==> config.mk <==
export PLATFORM = sky130hd
export DESIGN_NAME = led_cube_scan_sequencer_flat
export DESIGN_NICKNAME = d
export VERILOG_FILES = /design/src/rtl/led_cube_scan_sequencer_if.sv /design/src/rtl/led_cube_scan_sequencer.sv /design/src/flat_wrapper.sv
export SDC_FILE = /design/constraint.sdc
export NUM_CORES = 1
export LEC_CHECK = 0
export CORE_ASPECT_RATIO = 0.9
export CORE_MARGIN = 4
export CORE_UTILIZATION = 50
export DETAILED_ROUTE_END_ITERATION = 12
export DONT_BUFFER_PORTS = 1
export PLACE_DENSITY = 0.68
export SLEW_MARGIN = 30
export SYNTH_ARGS = -nofsm -noshare
export SYNTH_HDL_FRONTEND = slang
export SYNTH_SLANG_ARGS = --single-unit
==> constraint.sdc <==
create_clock -name clk -period 3.9 [get_ports clk]
set_clock_uncertainty 0.2 [all_clocks]
set_input_delay 0.78 -clock clk [delete_from_list [all_inputs] [get_ports clk]]
set_output_delay 0.78 -clock clk [all_outputs]
set_load 0.005 [all_outputs]
==> src/rtl/led_cube_scan_sequencer_if.sv <==
// Host/pin bundle for the 8x8x8 LED cube scan sequencer.
// Optional LED_CUBE_BRIGHTNESS_EN adds a 4-bit brightness input.
//   master: host side (drives enable, writes, swap_req)
//   slave : sequencer side (drives acks and cube pins)
interface led_cube_scan_sequencer_if;
  logic       enable;
  logic       wr_en;
  logic [5:0] wr_addr;
  logic [7:0] wr_data;
  logic       swap_req;
  logic       swap_ack;
  logic       frame_done;
  logic [2:0] cur_layer;
  logic [7:0] Layers_out;
  logic [7:0] Latches_out;
  logic [7:0] Data_out;
`ifdef LED_CUBE_BRIGHTNESS_EN
  logic [3:0] brightness;
`endif

  modport master (
    output enable,
    output wr_en,
    output wr_addr,
    output wr_data,
    output swap_req,
`ifdef LED_CUBE_BRIGHTNESS_EN
    output brightness,
`endif
    input  swap_ack,
    input  frame_done,
    input  cur_layer,
    input  Layers_out,
    input  Latches_out,
    input  Data_out
  );

  modport slave (
    input  enable,
    input  wr_en,
    input  wr_addr,
    input  wr_data,
    input  swap_req,
`ifdef LED_CUBE_BRIGHTNESS_EN
    input  brightness,
`endif
    output swap_ack,
    output frame_done,
    output cur_layer,
    output Layers_out,
    output Latches_out,
    output Data_out
  );
endinterface

==> src/rtl/led_cube_scan_sequencer.sv <==
// LED cube scan sequencer: double-buffered 64-byte frame store,
// per-layer blank / latch-load / dwell scan of an 8x8x8 cube.
// Ports: clk, rst_n (sync, active-low), bus (slave modport):
//   enable, wr_en, wr_addr[5:0], wr_data[7:0], swap_req in;
//   swap_ack, frame_done, cur_layer[2:0], Layers_out[7:0],
//   Latches_out[7:0], Data_out[7:0] out.
// Optional LED_CUBE_BRIGHTNESS_EN: brightness[3:0] gates Layers_out.
module led_cube_scan_sequencer #(
  parameter int DWELL_CYCLES = 6250,
  parameter int BLANK_CYCLES = 4,
  parameter int SETUP_CYCLES = 2,
  parameter int PULSE_CYCLES = 2
) (
  input  logic clk,
  input  logic rst_n,
  led_cube_scan_sequencer_if.slave bus
);

  localparam int M1 =
    (DWELL_CYCLES > BLANK_CYCLES) ?
    DWELL_CYCLES : BLANK_CYCLES;
  localparam int M2 =
    (M1 > SETUP_CYCLES) ? M1 : SETUP_CYCLES;
  localparam int MAXP =
    (M2 > PULSE_CYCLES) ? M2 : PULSE_CYCLES;
  localparam int CW = $clog2(MAXP) + 1;

  localparam logic [CW-1:0] BL_LAST =
    CW'(BLANK_CYCLES - 1);
  localparam logic [CW-1:0] SU_LAST =
    CW'(SETUP_CYCLES - 1);
  localparam logic [CW-1:0] PU_LAST =
    CW'(PULSE_CYCLES - 1);
  localparam logic [CW-1:0] DW_LAST =
    CW'(DWELL_CYCLES - 1);

  typedef enum logic [2:0] {
    S_IDLE,
    S_BLANK,
    S_SETUP,
    S_PULSE,
    S_HOLD,
    S_ON
  } state_t;

  // Two banks of 64 bytes; index {bank, layer, row}
  logic [7:0] mem [128];

  state_t        state_q, state_d;
  logic [CW-1:0] cnt_q, cnt_d;
  logic [2:0]    row_q, row_d;
  logic [2:0]    layer_q, layer_d;
  logic          disp_q, disp_d;
  logic          pend_q, pend_d;
  logic          valid_q, valid_d;
  logic          ack_q, ack_d;
  logic          fdone_q, fdone_d;
  logic          do_swap;
  logic [7:0]    rd_byte;
  logic          lit;

  // Writes always target the bank not being shown; a
  // write on the swap edge still lands in the old back bank.
  always_ff @(posedge clk) begin
    if (rst_n && bus.wr_en) begin
      mem[{~disp_q, bus.wr_addr}] <= bus.wr_data;
    end
  end

  assign rd_byte = mem[{disp_q, layer_q, row_q}];

`ifdef LED_CUBE_BRIGHTNESS_EN
  localparam int LW = CW + 5;

  logic [3:0]    bright_q;
  logic [LW-1:0] lit_lhs;
  logic [LW-1:0] lit_rhs;

  // Duty is sampled once per layer so a mid-dwell change
  // never produces a partial step.
  always_ff @(posedge clk) begin
    if (!rst_n) begin
      bright_q <= '0;
    end else if (state_q == S_HOLD &&
                 row_q == 3'd7) begin
      bright_q <= bus.brightness;
    end
  end

  always_comb begin
    lit_lhs = LW'({cnt_q, 4'b0000});
    lit_rhs = LW'(DWELL_CYCLES) *
              LW'({1'b0, bright_q} + 5'd1);
    lit     = (lit_lhs < lit_rhs);
  end
`else
  assign lit = 1'b1;
`endif

  always_comb begin
    state_d = state_q;
    cnt_d   = cnt_q + CW'(1);
    row_d   = row_q;
    layer_d = layer_q;
    disp_d  = disp_q;
    pend_d  = pend_q | bus.swap_req;
    valid_d = valid_q;
    ack_d   = 1'b0;
    fdone_d = 1'b0;
    do_swap = 1'b0;

    unique case (state_q)
      S_IDLE: begin
        cnt_d   = '0;
        row_d   = '0;
        layer_d = '0;
        // A pending swap is served before the scan starts
        if (pend_q) begin
          do_swap = 1'b1;
        end else if (bus.enable && valid_q) begin
          state_d = S_BLANK;
        end
      end
      S_BLANK: begin
        row_d = '0;
        if (cnt_q == BL_LAST) begin
          state_d = S_SETUP;
          cnt_d   = '0;
        end
      end
      S_SETUP: begin
        if (cnt_q == SU_LAST) begin
          state_d = S_PULSE;
          cnt_d   = '0;
        end
      end
      S_PULSE: begin
        if (cnt_q == PU_LAST) begin
          state_d = S_HOLD;
          cnt_d   = '0;
        end
      end
      S_HOLD: begin
        cnt_d = '0;
        if (row_q != 3'd7) begin
          state_d = S_SETUP;
          row_d   = row_q + 3'd1;
        end else begin
          state_d = S_ON;
        end
      end
      S_ON: begin
        if (cnt_q == DW_LAST) begin
          cnt_d = '0;
          if (layer_q == 3'd7) begin
            fdone_d = 1'b1;
            layer_d = '0;
            do_swap = pend_q;
          end else begin
            layer_d = layer_q + 3'd1;
          end
          // enable is only honoured at a layer boundary
          if (!bus.enable) begin
            state_d = S_IDLE;
            layer_d = '0;
          end else begin
            state_d = S_BLANK;
          end
        end
      end
      default: begin
        state_d = S_IDLE;
        cnt_d   = '0;
      end
    endcase

    // Requests arriving on the swap edge are absorbed
    if (do_swap) begin
      disp_d  = ~disp_q;
      pend_d  = 1'b0;
      valid_d = 1'b1;
      ack_d   = 1'b1;
    end
  end

  always_ff @(posedge clk) begin
    if (!rst_n) begin
      state_q <= S_IDLE;
      cnt_q   <= '0;
      row_q   <= '0;
      layer_q <= '0;
      disp_q  <= 1'b0;
      pend_q  <= 1'b0;
      valid_q <= 1'b0;
      ack_q   <= 1'b0;
      fdone_q <= 1'b0;
    end else begin
      state_q <= state_d;
      cnt_q   <= cnt_d;
      row_q   <= row_d;
      layer_q <= layer_d;
      disp_q  <= disp_d;
      pend_q  <= pend_d;
      valid_q <= valid_d;
      ack_q   <= ack_d;
      fdone_q <= fdone_d;
    end
  end

  // Pin decode: layer enable and latch clock are
  // confined to disjoint states, so never overlap.
  always_comb begin
    bus.Data_out    = '0;
    bus.Latches_out = '0;
    bus.Layers_out  = '0;
    unique case (state_q)
      S_SETUP, S_HOLD: begin
        bus.Data_out = rd_byte;
      end
      S_PULSE: begin
        bus.Data_out    = rd_byte;
        bus.Latches_out = 8'd1 << row_q;
      end
      S_ON: begin
        if (lit) begin
          bus.Layers_out = 8'd1 << layer_q;
        end
      end
      default: begin
      end
    endcase
  end

  assign bus.swap_ack   = ack_q;
  assign bus.frame_done = fdone_q;
  assign bus.cur_layer  = layer_q;

endmodule

==> src/flat_wrapper.sv <==
// flat-port wrapper written by rule: the top's interface ports become plain ports
module led_cube_scan_sequencer_flat 
#(
  parameter int DWELL_CYCLES = 6250,
  parameter int BLANK_CYCLES = 4,
  parameter int SETUP_CYCLES = 2,
  parameter int PULSE_CYCLES = 2
)
  (clk, rst_n, bus_enable, bus_wr_en, bus_wr_addr, bus_wr_data, bus_swap_req, bus_swap_ack, bus_frame_done, bus_cur_layer, bus_Layers_out, bus_Latches_out, bus_Data_out);
  led_cube_scan_sequencer_if bus_i ();
  input  logic clk;
  input  logic rst_n;
  input wire logic [$bits(bus_i.enable)-1:0] bus_enable;
  input wire logic [$bits(bus_i.wr_en)-1:0] bus_wr_en;
  input wire logic [$bits(bus_i.wr_addr)-1:0] bus_wr_addr;
  input wire logic [$bits(bus_i.wr_data)-1:0] bus_wr_data;
  input wire logic [$bits(bus_i.swap_req)-1:0] bus_swap_req;
  output wire logic [$bits(bus_i.swap_ack)-1:0] bus_swap_ack;
  output wire logic [$bits(bus_i.frame_done)-1:0] bus_frame_done;
  output wire logic [$bits(bus_i.cur_layer)-1:0] bus_cur_layer;
  output wire logic [$bits(bus_i.Layers_out)-1:0] bus_Layers_out;
  output wire logic [$bits(bus_i.Latches_out)-1:0] bus_Latches_out;
  output wire logic [$bits(bus_i.Data_out)-1:0] bus_Data_out;
  assign bus_i.enable = bus_enable;
  assign bus_i.wr_en = bus_wr_en;
  assign bus_i.wr_addr = bus_wr_addr;
  assign bus_i.wr_data = bus_wr_data;
  assign bus_i.swap_req = bus_swap_req;
  assign bus_swap_ack = bus_i.swap_ack;
  assign bus_frame_done = bus_i.frame_done;
  assign bus_cur_layer = bus_i.cur_layer;
  assign bus_Layers_out = bus_i.Layers_out;
  assign bus_Latches_out = bus_i.Latches_out;
  assign bus_Data_out = bus_i.Data_out;
  led_cube_scan_sequencer #(.DWELL_CYCLES(DWELL_CYCLES), .BLANK_CYCLES(BLANK_CYCLES), .SETUP_CYCLES(SETUP_CYCLES), .PULSE_CYCLES(PULSE_CYCLES)) u_core (.clk(clk), .rst_n(rst_n), .bus(bus_i));
endmodule
# Yosys cells after proc, flatten, opt, wreduce, memory -nomap -nowiden
# Memory sizes are Yosys's and may differ from the RTL's.
# Index checks and enable logic that the tools add are counted.
# W data, S select, Z words.
totals:
  ff_bits: 28
  ramBits: 1024
  input_bits: 19
  n_memories: 1
memory_table:
  columns: ["name", "depth", "word_bits", "read_ports", "rd_ports_with_merged_regs", "wr", "line", "source"]
  rows:
  - ["u_core.mem", 128, 8, 1, 0, 1, "led_cube_scan_sequencer.sv:47", "logic [7:0] mem [128];"]
op_classes:
  n_addsub: 3
  n_eq_ne: 17
  shift: 2
  mux: 30
  bitwise_logic: 3
  reduce_logical: 13
op_table:
  columns: ["op", "count"]
  rows:
  - ["$mux W14", 3]
  - ["$pmux W14 S3", 1]
  - ["$mux W3", 11]
  - ["$mux W8", 3]
  - ["$pmux W3 S6", 1]
  - ["$shl A1 B3 Y8 const A", 2]
  - ["$add A14 B1 Y14 const B", 1]
  - ["$eq A14 B1 Y1 const B", 1]
  - ["$eq A14 B13 Y1 const B", 1]
  - ["$eq A14 B2 Y1 const B", 1]
  - ["$ne A2 B1 Y1 const B", 6]
  - ["$pmux W3 S2", 2]
  - ["$eq A3 B3 Y1 const B", 3]
  - ["$mux W1", 8]
  - ["$add A3 B1 Y3 const B", 2]
  - ["$eq A3 B2 Y1 const B", 2]
  - ["$reduce_and A6 Y1", 1]
  - ["$reduce_or A2 Y1", 3]
  - ["$reduce_and A2 Y1", 2]
  - ["$reduce_bool A2 Y1", 2]
  - ["$eq A3 B1 Y1 const B", 1]
  - ["$logic_not A3 Y1", 1]
  - ["$ne A3 B3 Y1 const B", 1]
  - ["$reduce_and A3 Y1", 1]
  - ["other kinds (6)", 8]

# Logic depth before layout (Yosys ltp)
depth:
  ltp_word: 5
  depth_mapped: 11

# Least setup slack after synthesis
# No wires, ideal clock.
synth_path:
  path_kind: "register to output"
  from: "register u_core.row_q[1]"
  to: "output bus_Data_out[6]"
  t_arrival_ns: 2.460
  t_required_ns: 2.920
  path_slack_ns: 0.460
  path_stages_with_launch: 9
  n_path_buf: 3
  path_cell_list: "dfxtp_1 buf_2 buf_1 buf_1 mux4_2 a22o_1 a21oi_1 o22ai_1 or4b_1"
synth_via:
  elab_chain_cells: 2
synth_rtl:
  columns: ["item", "line", "source"]
  rows:
  - ["start: declaration", "led_cube_scan_sequencer.sv:51", "logic [2:0] row_q, row_d;"]
  - ["start signal: assignment", "led_cube_scan_sequencer.sv:200", "row_q <= row_d;"]
  - ["$mem_v2 Z128 W8", null, null]
  - ["$mux W8", "led_cube_scan_sequencer.sv:216", "unique case (state_q)"]
  - ["end: declaration", "flat_wrapper.sv:23", "output wire logic [$bits(bus_i.Data_out)-1:0] bus_Data_out;"]
# No other way between the ends.

# Worst setup path in the final report
layout_path:
  from: "register u_core.row_q[0]"
  to: "output bus_Data_out[4]"
# The elaborated chain is that of the path after synthesis.

==> results by group <==
Status
  – Outcome: finished with violations
  – Violated checks: setup timing

Timing
  – Peak Freq: 0.236 GHz
  – Final Worst Setup Slack: -0.341 ns
  – Slew at the pin closest to its max-slew limit: 0.927 ns
  – Number of endpoints failing setup at the final stage: 8
  – Post-route fraction of the period consumed by the critical path: 1.09
  – Worst slew margin relative to its limit: 0.380
  – Fin. max-slew vios: 0
  – Final critical-path required period: 4.24 ns
  – Final Hold Vio Count: 0
  – Setup repair after global routing missed its margin: yes

Hold path
  – HP Class: input pin to register

Power
  – Post-layout total power: 22.6 mW
  – Worst vdd ir: 354 uV
  – Total power per unit cell area: 474 nW/um^2
  – Reported leakage power: 14.8 nW

Logic synthesis
  – Synthesized cell area: 41400 sq um
  – Dominant synthesized flop cell: edfxtp_1
  – Synthesized net count: 2137
  – Number of distinct library cells after synthesis: 49
  – Count of state elements after synthesis: 1052
  – Async set or reset register ratio after synthesis: 0
  – Proportion of synthesized chip area in sequential cells: 0.756
  – Number of flops mapped to enable cells by yosys: 1024
  – Yosys warnings: 0
  – Synthesized area per cell: 19.7 sq um
  – Syn Inst Count: 2104

Placement
  – Count of input and output buffers: 0
  – Worst Setup Slack post-DPL: 0.133 ns
  – Standard cell area after detailed placement: 43300 sq um
  – Placed wire-length estimate after detailed placement: 57900 microns
  – Final RePlAce weighted congestion: 0.855

Setup path
  – Critical Path Fanout Max: 7
  – Data arrival at the endpoint of the critical path: 3.26 ns
  – Type of destination of the critical path: output port
  – Data required, critical path: 2.92 ns
  – Classification of the worst setup path: register to output port
  – Kind of launch point of the worst setup path: register

Cells and area
  – Total inserted antenna cells: 0
  – Final Net Count: 2294
  – Final design instance area without fill: 47600 sq um
  – Fraction of layout cells with a size suffix above 1: 0.292
  – Commonest cells after routing, fill and taps aside: 1024 x edfxtp_1, 224 x mux4_2, 158 x nor2_1
  – Fillers: 5788
  – Most frequent standard cell in the layout excluding fill and tap cells: edfxtp_1
  – Area growth from synthesis to layout: 14.8%

Routing
  – Remaining number of nets flagged by the antenna check after routing: 0
  – Detailed-route via count: 21300
  – Wire per inst: 29.1 microns
  – Final routed DRC violation total: 0
  – Aggregate routed wire length: 98900 microns
  – Detailed Route Iter0 Violations: 2540
  – Drt first pass iters: 5
  – Mean number of vias per cell: 6.27

Clock network
  – Clk slew on worst S/H paths: 0.06 ns
  – Sink Count: 1052
  – Clock tree from TritonCTS: built
  – Clock latency on the worst-skew pair: 0.67 ns
  – Cts bufs inserted: 99
  – Number of buffers on the longest clock path: 3
  – Root Driver: clkbuf_16
  – H-tree levels: 3

GRT
  – Total Routing Usage GR: 0.224
  – Largest net degree at the start of global routing: 129
  – Number of global-route vias before repair: 21200
  – Antenna violations before repair: 2
  – Overflow left after global routing: 0
  – Wire length of the first global-routing pass: 143000 microns

Floorplanning
  – I/O pin total: 48
  – DIE AREA: 87500 sq um
  – Core outline area: 81600 sq um
  – Initial standard-cell utilization of the core: 0.507
  – Num rows: 99
  – Chip height: 281 microns
  – Die Width: 311 microns

Job
  – Total of max-cap violations: 0
[layer usage]
layer | vias to the layer above | share of wire | GRT usage
li1 | 8928 | - | -
met1 | 11100 | 0.39 | 0.310
met2 | 1042 | 0.47 | 0.347
met3 | 193 | 0.10 | 0.0697
met4 | 0 | 0.033 | 0.0659
met5 | - | 0 | 0
[stage by stage]
| stage | util | setup TNS [ns] | cells | hold slack [ns] |
|---|---|---|---|---|
| 2_1_floorplan | - | 0 | 2104 | 0.240 |
| 3_3_place_gp | 0.531 | 0 | 3172 | 0.248 |
| 3_5_place_dp | 0.531 | 0 | 3172 | 0.303 |
| 4_1_cts | 0.578 | -2.58 | 3380 | 0.000189 |
| 5_1_grt | 0.583 | -3.26 | 3400 | 0.00174 |
| 6_report | 0.583 | -2.50 | 3400 | 0.0309 |
[state kept, by name, summed over array words and instances, names as in the netlist]
| name | count |
|---|---|
| u_core.valid_q | 1 |
| u_core.state_q | 3 |
| u_core.bus.frame_done | 1 |
| u_core.mem | 1024 |
| u_core.pend_q | 1 |
| u_core.cnt_q | 14 |
| u_core.row_q | 3 |
| u_core.bus.swap_ack | 1 |
| u_core.disp_q | 1 |
| u_core.bus.cur_layer | 3 |
[final cells by class]
cell class | count | area (sq um) | share of cell area
clock inverter | 62 | 561 | 0.0118
clock buffer | 118 | 2570 | 0.0540
multi-input combinational | 929 | 9850 | 0.207
tap | 1060 | 1330 | 0.0279
timing repair buffer | 168 | 1890 | 0.0398
inverter | 11 | 41.3 | 0.000868
sequential | 1052 | 31300 | 0.659
[cells in the mapped netlist, types with 17 or more instances]
cell | count | area share
edfxtp_1 | 1024 | 0.74
clkbuf_1 | 62 | 0.0056
and3_1 | 26 | 0.0039
nand2_1 | 85 | 0.0077
a22o_1 | 25 | 0.0053
dfxtp_1 | 28 | 0.014
o22ai_1 | 48 | 0.0072
buf_1 | 22 | 0.0020
mux4_2 | 224 | 0.12
a21oi_1 | 50 | 0.0060
mux2i_1 | 17 | 0.0041
nor2_1 | 162 | 0.015
mux2_2 | 88 | 0.024
nor3_1 | 20 | 0.0024
a22oi_1 | 25 | 0.0045
nand3_1 | 21 | 0.0025
[worst paths after layout]
kind,start,end,slack (ns),cells after the start
worst max-delay path,u_core.row_q[0],bus_Data_out[4],-0.34,10
worst max register to register,u_core.disp_q,u_core.mem[48][2],0.84,3
worst min register to register,u_core.valid_q,u_core.valid_q,0.32,1
worst min-delay path,rst_n,u_core.row_q[2],0.03,1
[critical path, stage by stage (launching register included)]
cell      delay [ns]
dfxtp_4         0.36
buf_12          0.15
buf_16          0.15
buf_12          0.13
buf_6           0.10
mux4_2          0.53
mux2i_2         0.19
a211oi_2        0.11
a21oi_1         0.15
buf_4           0.17
or4b_4          0.51
[report_power, final]
group / switching, mW / total [mW] / internal [mW]
clock: 4.11 / 9.40 / 5.29
sequential: 0.0531 / 12.5 / 12.4
combinational: 0.384 / 0.678 / 0.294
total: 4.54 / 22.6 / 18.0
[logic make-up after synthesis]
group	count (synthesis)	share of synthesized area
XOR/XNOR	14	0.00296
flip-flops	1052	0.756
AO/OA/AOI/OAI	202	0.0315
buffers and inverters	123	0.0144
adder cells (fa/ha/maj)	14	0.00423
AND/OR/NAND/NOR	370	0.0411
multiplexers	329	0.150
[repair_timing]
action / 4_1_cts / 5_1_grt
hold buffers: 7 / 3
cloned: 6 / 5
endpoints found under the hold margin: 29 / 47
setup endpoints to repair: 8 / 8
pin swaps: 6 / 6
resized for setup: 77 / 24
buffers inserted: 15 / 13
(Power assumes the default switching activity.)
